<file path="src/rtl/id_ex_pipe.sv">
// ID/EX pipeline register for the 16-bit five-stage core: captures decoded control
// and operands, inserts load-use / flush / halt bubbles and drives the front-end stall.
module id_ex_pipe #(
  parameter int DW   = 16,
  parameter int CNTW = 16
) (
  input  logic            clk,
  input  logic            rst,
  input  logic            id_valid,
  input  logic            id_halt,
  input  logic            id_memtoreg,
  input  logic            id_memread,
  input  logic            id_memwrite,
  input  logic            id_alusrc,
  input  logic            id_regwrite,
  input  logic            id_mem,
  input  logic            id_modify,
  input  logic            id_shift,
  input  logic [2:0]      id_aluop,
  input  logic [3:0]      id_rs,
  input  logic [3:0]      id_rt,
  input  logic [3:0]      id_rd,
  input  logic            id_uses_rs,
  input  logic            id_uses_rt,
  input  logic [DW-1:0]   id_rs_data,
  input  logic [DW-1:0]   id_rt_data,
  input  logic [DW-1:0]   id_imm,
  input  logic [DW-1:0]   id_pc2,
  input  logic            flush,
  input  logic            ex_hold,
  output logic            ex_valid,
  output logic            ex_halt,
  output logic            ex_memtoreg,
  output logic            ex_memread,
  output logic            ex_memwrite,
  output logic            ex_alusrc,
  output logic            ex_regwrite,
  output logic            ex_mem,
  output logic            ex_modify,
  output logic            ex_shift,
  output logic [2:0]      ex_aluop,
  output logic [3:0]      ex_rs,
  output logic [3:0]      ex_rt,
  output logic [3:0]      ex_rd,
  output logic [DW-1:0]   ex_rs_data,
  output logic [DW-1:0]   ex_rt_data,
  output logic [DW-1:0]   ex_imm,
  output logic [DW-1:0]   ex_pc2,
  output logic            id_stall,
  output logic            halted,
  output logic [CNTW-1:0] bubble_cnt
);

  typedef enum logic {RUN, HALTED} state_t;
  state_t state;

  logic haz;
  logic bubble;

  function automatic logic [CNTW-1:0] sat_inc(input logic [CNTW-1:0] c);
    return (&c) ? c : c + {{(CNTW-1){1'b0}}, 1'b1};
  endfunction

  // Register 0 is hardwired, so a load targeting it can never create a dependency.
  assign haz = id_valid & ex_valid & ex_memread & (ex_rd != 4'd0) &
               ((id_uses_rs & (id_rs == ex_rd)) | (id_uses_rt & (id_rt == ex_rd)));

  assign halted   = (state == HALTED);
  assign id_stall = (haz | ex_hold | halted) & ~flush;
  assign bubble   = flush | halted | haz;

  // ---- ID -> EX stage boundary ----
  always_ff @(posedge clk or posedge rst) begin
    if (rst) begin
      state       <= RUN;
      bubble_cnt  <= '0;
      ex_valid    <= 1'b0;
      ex_halt     <= 1'b0;
      ex_memtoreg <= 1'b0;
      ex_memread  <= 1'b0;
      ex_memwrite <= 1'b0;
      ex_alusrc   <= 1'b0;
      ex_regwrite <= 1'b0;
      ex_mem      <= 1'b0;
      ex_modify   <= 1'b0;
      ex_shift    <= 1'b0;
      ex_aluop    <= '0;
      ex_rs       <= '0;
      ex_rt       <= '0;
      ex_rd       <= '0;
      ex_rs_data  <= '0;
      ex_rt_data  <= '0;
      ex_imm      <= '0;
      ex_pc2      <= '0;
    end else if (!ex_hold) begin
      if (bubble) begin
        // Only true load-use bubbles are counted, not flush or halt slots.
        if (!flush && !halted)
          bubble_cnt <= sat_inc(bubble_cnt);
        ex_valid    <= 1'b0;
        ex_halt     <= 1'b0;
        ex_memtoreg <= 1'b0;
        ex_memread  <= 1'b0;
        ex_memwrite <= 1'b0;
        ex_alusrc   <= 1'b0;
        ex_regwrite <= 1'b0;
        ex_mem      <= 1'b0;
        ex_modify   <= 1'b0;
        ex_shift    <= 1'b0;
        ex_aluop    <= '0;
        ex_rs       <= '0;
        ex_rt       <= '0;
        ex_rd       <= '0;
        ex_rs_data  <= '0;
        ex_rt_data  <= '0;
        ex_imm      <= '0;
        ex_pc2      <= '0;
      end else begin
        if (id_valid && id_halt)
          state <= HALTED;
        ex_valid    <= id_valid;
        ex_halt     <= id_valid & id_halt;
        ex_memtoreg <= id_valid & id_memtoreg;
        ex_memread  <= id_valid & id_memread;
        ex_memwrite <= id_valid & id_memwrite;
        ex_alusrc   <= id_valid & id_alusrc;
        ex_regwrite <= id_valid & id_regwrite;
        ex_mem      <= id_valid & id_mem;
        ex_modify   <= id_valid & id_modify;
        ex_shift    <= id_valid & id_shift;
        ex_aluop    <= id_aluop;
        ex_rs       <= id_rs;
        ex_rt       <= id_rt;
        ex_rd       <= id_rd;
        ex_rs_data  <= id_rs_data;
        ex_rt_data  <= id_rt_data;
        ex_imm      <= id_imm;
        ex_pc2      <= id_pc2;
      end
    end
  end

endmodule

</file>
<file path="config.mk">
export PLATFORM = sky130hd
export DESIGN_NAME = id_ex_pipe
export DESIGN_NICKNAME = d
export VERILOG_FILES = /design/src/rtl/id_ex_pipe.sv
export SDC_FILE = /design/constraint.sdc
export NUM_CORES = 1
export LEC_CHECK = 0
export CAP_MARGIN = 20
export CORE_MARGIN = 2
export CORE_UTILIZATION = 37
export CTS_CLUSTER_DIAMETER = 80
export CTS_CLUSTER_SIZE = 28
export DETAILED_ROUTE_END_ITERATION = 10
export GPL_TIMING_DRIVEN = 0
export PLACE_DENSITY_LB_ADDON = 0.3
export SLEW_MARGIN = 20
export SYNTH_ARGS = -nofsm -noshare
export SYNTH_HDL_FRONTEND = slang
export SYNTH_SLANG_ARGS = --single-unit
</file>
<file path="constraint.sdc">
create_clock -name clk -period 3.5 [get_ports clk]
set_input_delay 0.525 -clock clk [delete_from_list [all_inputs] [get_ports clk]]
set_output_delay 0.525 -clock clk [all_outputs]
set_load 0.01 [all_outputs]
</file>
# Yosys cells after proc, flatten, opt, wreduce, memory -nomap -nowiden
# Index checks and enable logic that the tools add are counted.
# word_totals
word_cells	74
reg_bits	106
inputBits	95
output_inout_bits	107
# op_classes
mux	18
bitwise	25
eq_ne	2
addsub	1
reduce_logical	8
# ops
op	count
$mux 16	4
$add 16x1->16 const B	1
$and 1x1->1	16
$reduce_and 16->1	1
$mux 4	3
$mux 1	10
$eq 4x4->1	2
$or 1x1->1	5
$not 1->1	4
$reduce_and 4->1	1
$reduce_bool 4->1	1
$mux 3	1
$reduce_and 3->1	1
$logic_and 1x1->1	2
$logic_not 1->1	2

# Logic depth before layout (Yosys ltp)
# depth
ltp_word	7
mapped_depth	7
ltp_nobuf	6

# Least setup slack after synthesis
# Ideal clock, no wire load.
# synth_path
path_kind	reg-to-output
from	register ex_rd[0]
to	output port id_stall
n_path_buf	1
arrival_ns	1.583
path_stages_with_launch	6
t_required_ns	2.975
path_slack_ns	1.392
cell_sequence	dfrtp_1 -> or4_1 -> nand4_1 -> o22a_2 -> buf_2 -> a21oi_1
# synth_between
elab_chain_len	7
word_cells_on_any_way	11
cone_classes	2 x eq/ne; 8 x bitwise; 1 x reduce/logical
# synth_rtl
element	line_no	rtl
from (decl)	44	output logic [3:0] ex_rd,
from (signal assigned)	134	ex_rd <= id_rd;
$eq 4x4->1	66	((id_uses_rs & (id_rs == ex_rd)) | (id_uses_rt & (id_rt == ex_rd)));
$and 1x1->1	66	
$or 1x1->1	66	
$and 1x1->1 (*)	65	assign haz = id_valid & ex_valid & ex_memread & (ex_rd != 4'd0) &
$or 1x1->1 (*) (2 in a row)	69	assign id_stall = (haz | ex_hold | halted) & ~flush;
$and 1x1->1 (*)	69	
to (decl)	49	output logic id_stall,
# Every way passes the cells marked *; elsewhere a longest branch is shown, timed or not.

# Worst setup path in the final report
# layout_path
from	input port ex_hold
to	output port id_stall
# layout_between
elab_chain_len	3
# layout_rtl
element	line_no	rtl
from (decl)	30	input logic ex_hold,
$or 1x1->1 (2 in a row)	69	
$and 1x1->1	69	
# No other way between the ends.

==> run metrics <==
final hold violations=0; FMAX=between 0.3 and 0.4 GHz; XOR/XNOR share of the synthesized area=4.877%; Yosys cell types=30; post-synth top area share=64.22%; Post-DRT Antenna Nets=0; Detailed Routing Iterations Pass 1=4; Layout area overhead=59.19%; post-synthesis mux area share=less than 1%; synthesis-stage register bit count=106; Critical Path AT=between 2000 and 3000 ps; worst-margin pin slew=roughly 630 ps; largest net degree at the start of global routing=55; Setup crit end kind=primary output; via-per-instance ratio=about 5; Clock Tree Buf Depth=2; top-count cell post-synth=dfrtp_1; post-synthesis simple-gate area fraction=under 10%; core box area=10890 um^2; Root Driver=clkbuf_8; cell leakage power=slightly below 3 nW; number of global-route vias before repair=3580; later-pin clock latency in the skew report=360 ps; clock sinks=about 110; adder-cell area share of the yosys netlist=less than 1%; met2 wire length=between 5000 and 6000 um; Final min period=between 3000 and 4000 ps; Final period util=about 90%; EDFF count, synth=0; Post-synth top flop=dfrtp_1; Critical Path Source Type=input pin; starting density of the core=around 38%; Worst Path Class, Setup=in2out; RSZ-0062 raised after global routing=false; antenna fix cells=0; GP Congestion=approximately 0.83; CP max stage cell=clkdlybuf4s50_1; max-cap violation count=0; synth top area cells=dfrtp_1, a22o_1, xor2_1, a32o_1, xnor2_1; Peak VDD IR=0.1918 mV; max-slew violation count=0; worst path cell trace=clkdlybuf4s50_1 -> clkbuf_1 -> clkbuf_1 -> nor2_1 -> a21oi_1 -> clkdlybuf4s50_1; post-CTS setup buffer count=0; DRT Wirelength=roughly 12000 um; total CTS buffers=9; Die Area=~12000 um^2; PostCTS Resize Cnt=0; critical path launch point=ex_hold; Clock transition at path regs=approximately 90 ps; TritonCTS clock tree=done; relative slew slack=between 50 and 60%; post-layout util=between 60% and 70%; CP Max Fanout=10; nets@finish=~610; # hold bufs at CTS=0; Die X=109.7 um; Die Y-Extent=roughly 110 um; R2R cell count=6; DR WL/cell=17.65 um; Metal-1 WL=slightly below 5000 um; Final WS setup=slightly below 300 ps; sequential share of the synthesized area=approximately 64%; Total Power=0.002810 W; Critical Path End=id_stall; largest family of logic cells by synthesized area=compound AO/OA/AOI/OAI gates; flop2flop setup slack=roughly 1300 ps; I/O Buffers=around 200; Met3 Wirelength=between 700 and 800 um; first-pass GRT wire length=between 15000 and 20000 um; setup slack at placement=roughly 250 ps; Synth Instances=300; Mapped Nets=between 300 and 400; WP data required=around 3000 ps; drc violations=0; CP max stage delay=between 500 and 600 ps; I/O pins=roughly 200; Compound-Gate Fraction of Synth Area=19.90%; number of antenna violations at the first check in global routing=0; placed insts=roughly 640; HP Class=reg2reg; Post-DP Area=6350 um^2; reg2reg start=bubble_cnt[0]; mean post-synth cell area=between 10 and 15 um^2; clock skew=12.51 ps; Fillers=between 900 and 1000; Placement Rows=38; Pwr per Cell Area=427.4 nW/um^2; Ys Warns=0; Cell Area, Synth=between 4000 and 5000 um^2; remaining global-route overflow=0; total track usage=about 20%; Worst R2R End=bubble_cnt[1]; via count=3374; final instance area=roughly 6600 um^2; Async SR Flop Fraction=100.0%; DR top layer=met4; outcome=finished clean; dpl hpwl=8583 um; initial DRC count=180; H-Tree Depth=3; Non-Filler Instances=about 660; most frequent cells after synthesis=dfrtp_1, a22o_1, xor2_1; Setup-failing EPs final=0; proportion of layout cells with a drive suffix above 1=5.814%; min-delay src=bubble_cnt[9]; Synth area leader=dfrtp_1
==> metrics by stage <==
stage	TNS [ps]	hold slack, ps
after floorplan	0	515.9
after global placement	-140900	470.9
after detailed placement	0	485.4
after CTS	0	502.6
after global routing	0	522.0
final	0	500.6
==> flip-flops by register name, summed over array words and instances, names as in the netlist, 3 cells and up <==
| name | cells |
|---|---|
| ex_rs_data | 16 |
| ex_rs | 4 |
| ex_rd | 4 |
| bubble_cnt | 16 |
| ex_rt | 4 |
| ex_pc2 | 16 |
| ex_imm | 16 |
| ex_rt_data | 16 |
| ex_aluop | 3 |
==> kinds of logic after synthesis <==
family,count (synthesis)
mux,1
buf+inv,26
compound gates,93
fa+ha+maj,1
simple gates,50
flops,106
xor+xnor,23
==> power breakdown <==
| part | internal [W] | total [W] | switching [W] |
|---|---|---|---|
| registers | 0.00132 | 0.00138 | 0.0000644 |
| logic | 0.000356 | 0.000577 | 0.000221 |
| clock network | 0.000455 | 0.000850 | 0.000395 |
| total | 0.00213 | 0.00281 | 0.000681 |
==> worst max-delay path, delay by kind of cell <==
kind | cells | cell delay [ps]
compound gates | 1 | 130
buf+inv | 4 | 1920
simple gates | 1 | 100
==> layer usage <==
layer / vias to the layer above / GRT usage [%]
li1: 1573 / -
met1: 1662 / 25.11
met2: 120 / 31.48
met3: 19 / 4.861
met4: 0 / 8.499
met5: - / 0
==> how the worst min path moves through the flow <==
stage                           endpoint  slack [ps]  cells after the start
after floorplan           bubble_cnt[14]         520                      1
after global placement            ex_mem         470                      1
after detailed placement     ex_memtoreg         490                      1
after CTS                  bubble_cnt[9]         500                      1
after global routing         ex_memtoreg         520                      1
final                      bubble_cnt[9]         500                      1
==> area by class of cell <==
cell class,instances,area (um^2),area share (%)
multi-input cells,168,1334,20.29
clock buffers,12,165.2,2.512
plain buffers,24,136.4,2.074
repair buffers,202,2039,31.02
flip-flops and latches,106,2653,40.34
well taps,140,175.2,2.664
inverters,2,12.51,0.1903
clock inverters,2,60.06,0.9134
==> layout by cell type, fill, tap and decap left out, drive strengths merged, types with 2 or more instances in the layout <==
master / count
or3: 2
xnor2: 9
or4: 2
clkdlybuf4s50: 201
buf: 12
a22o: 80
and4: 2
nor2: 4
nand4: 8
nand2: 3
nor3: 9
a32o: 9
xor2: 14
and3: 2
inv: 2
dfrtp: 106
nor4: 5
nand3: 9
bufinv: 2
clkbuf: 25
Note: power is estimated with default switching activity, not from simulation.
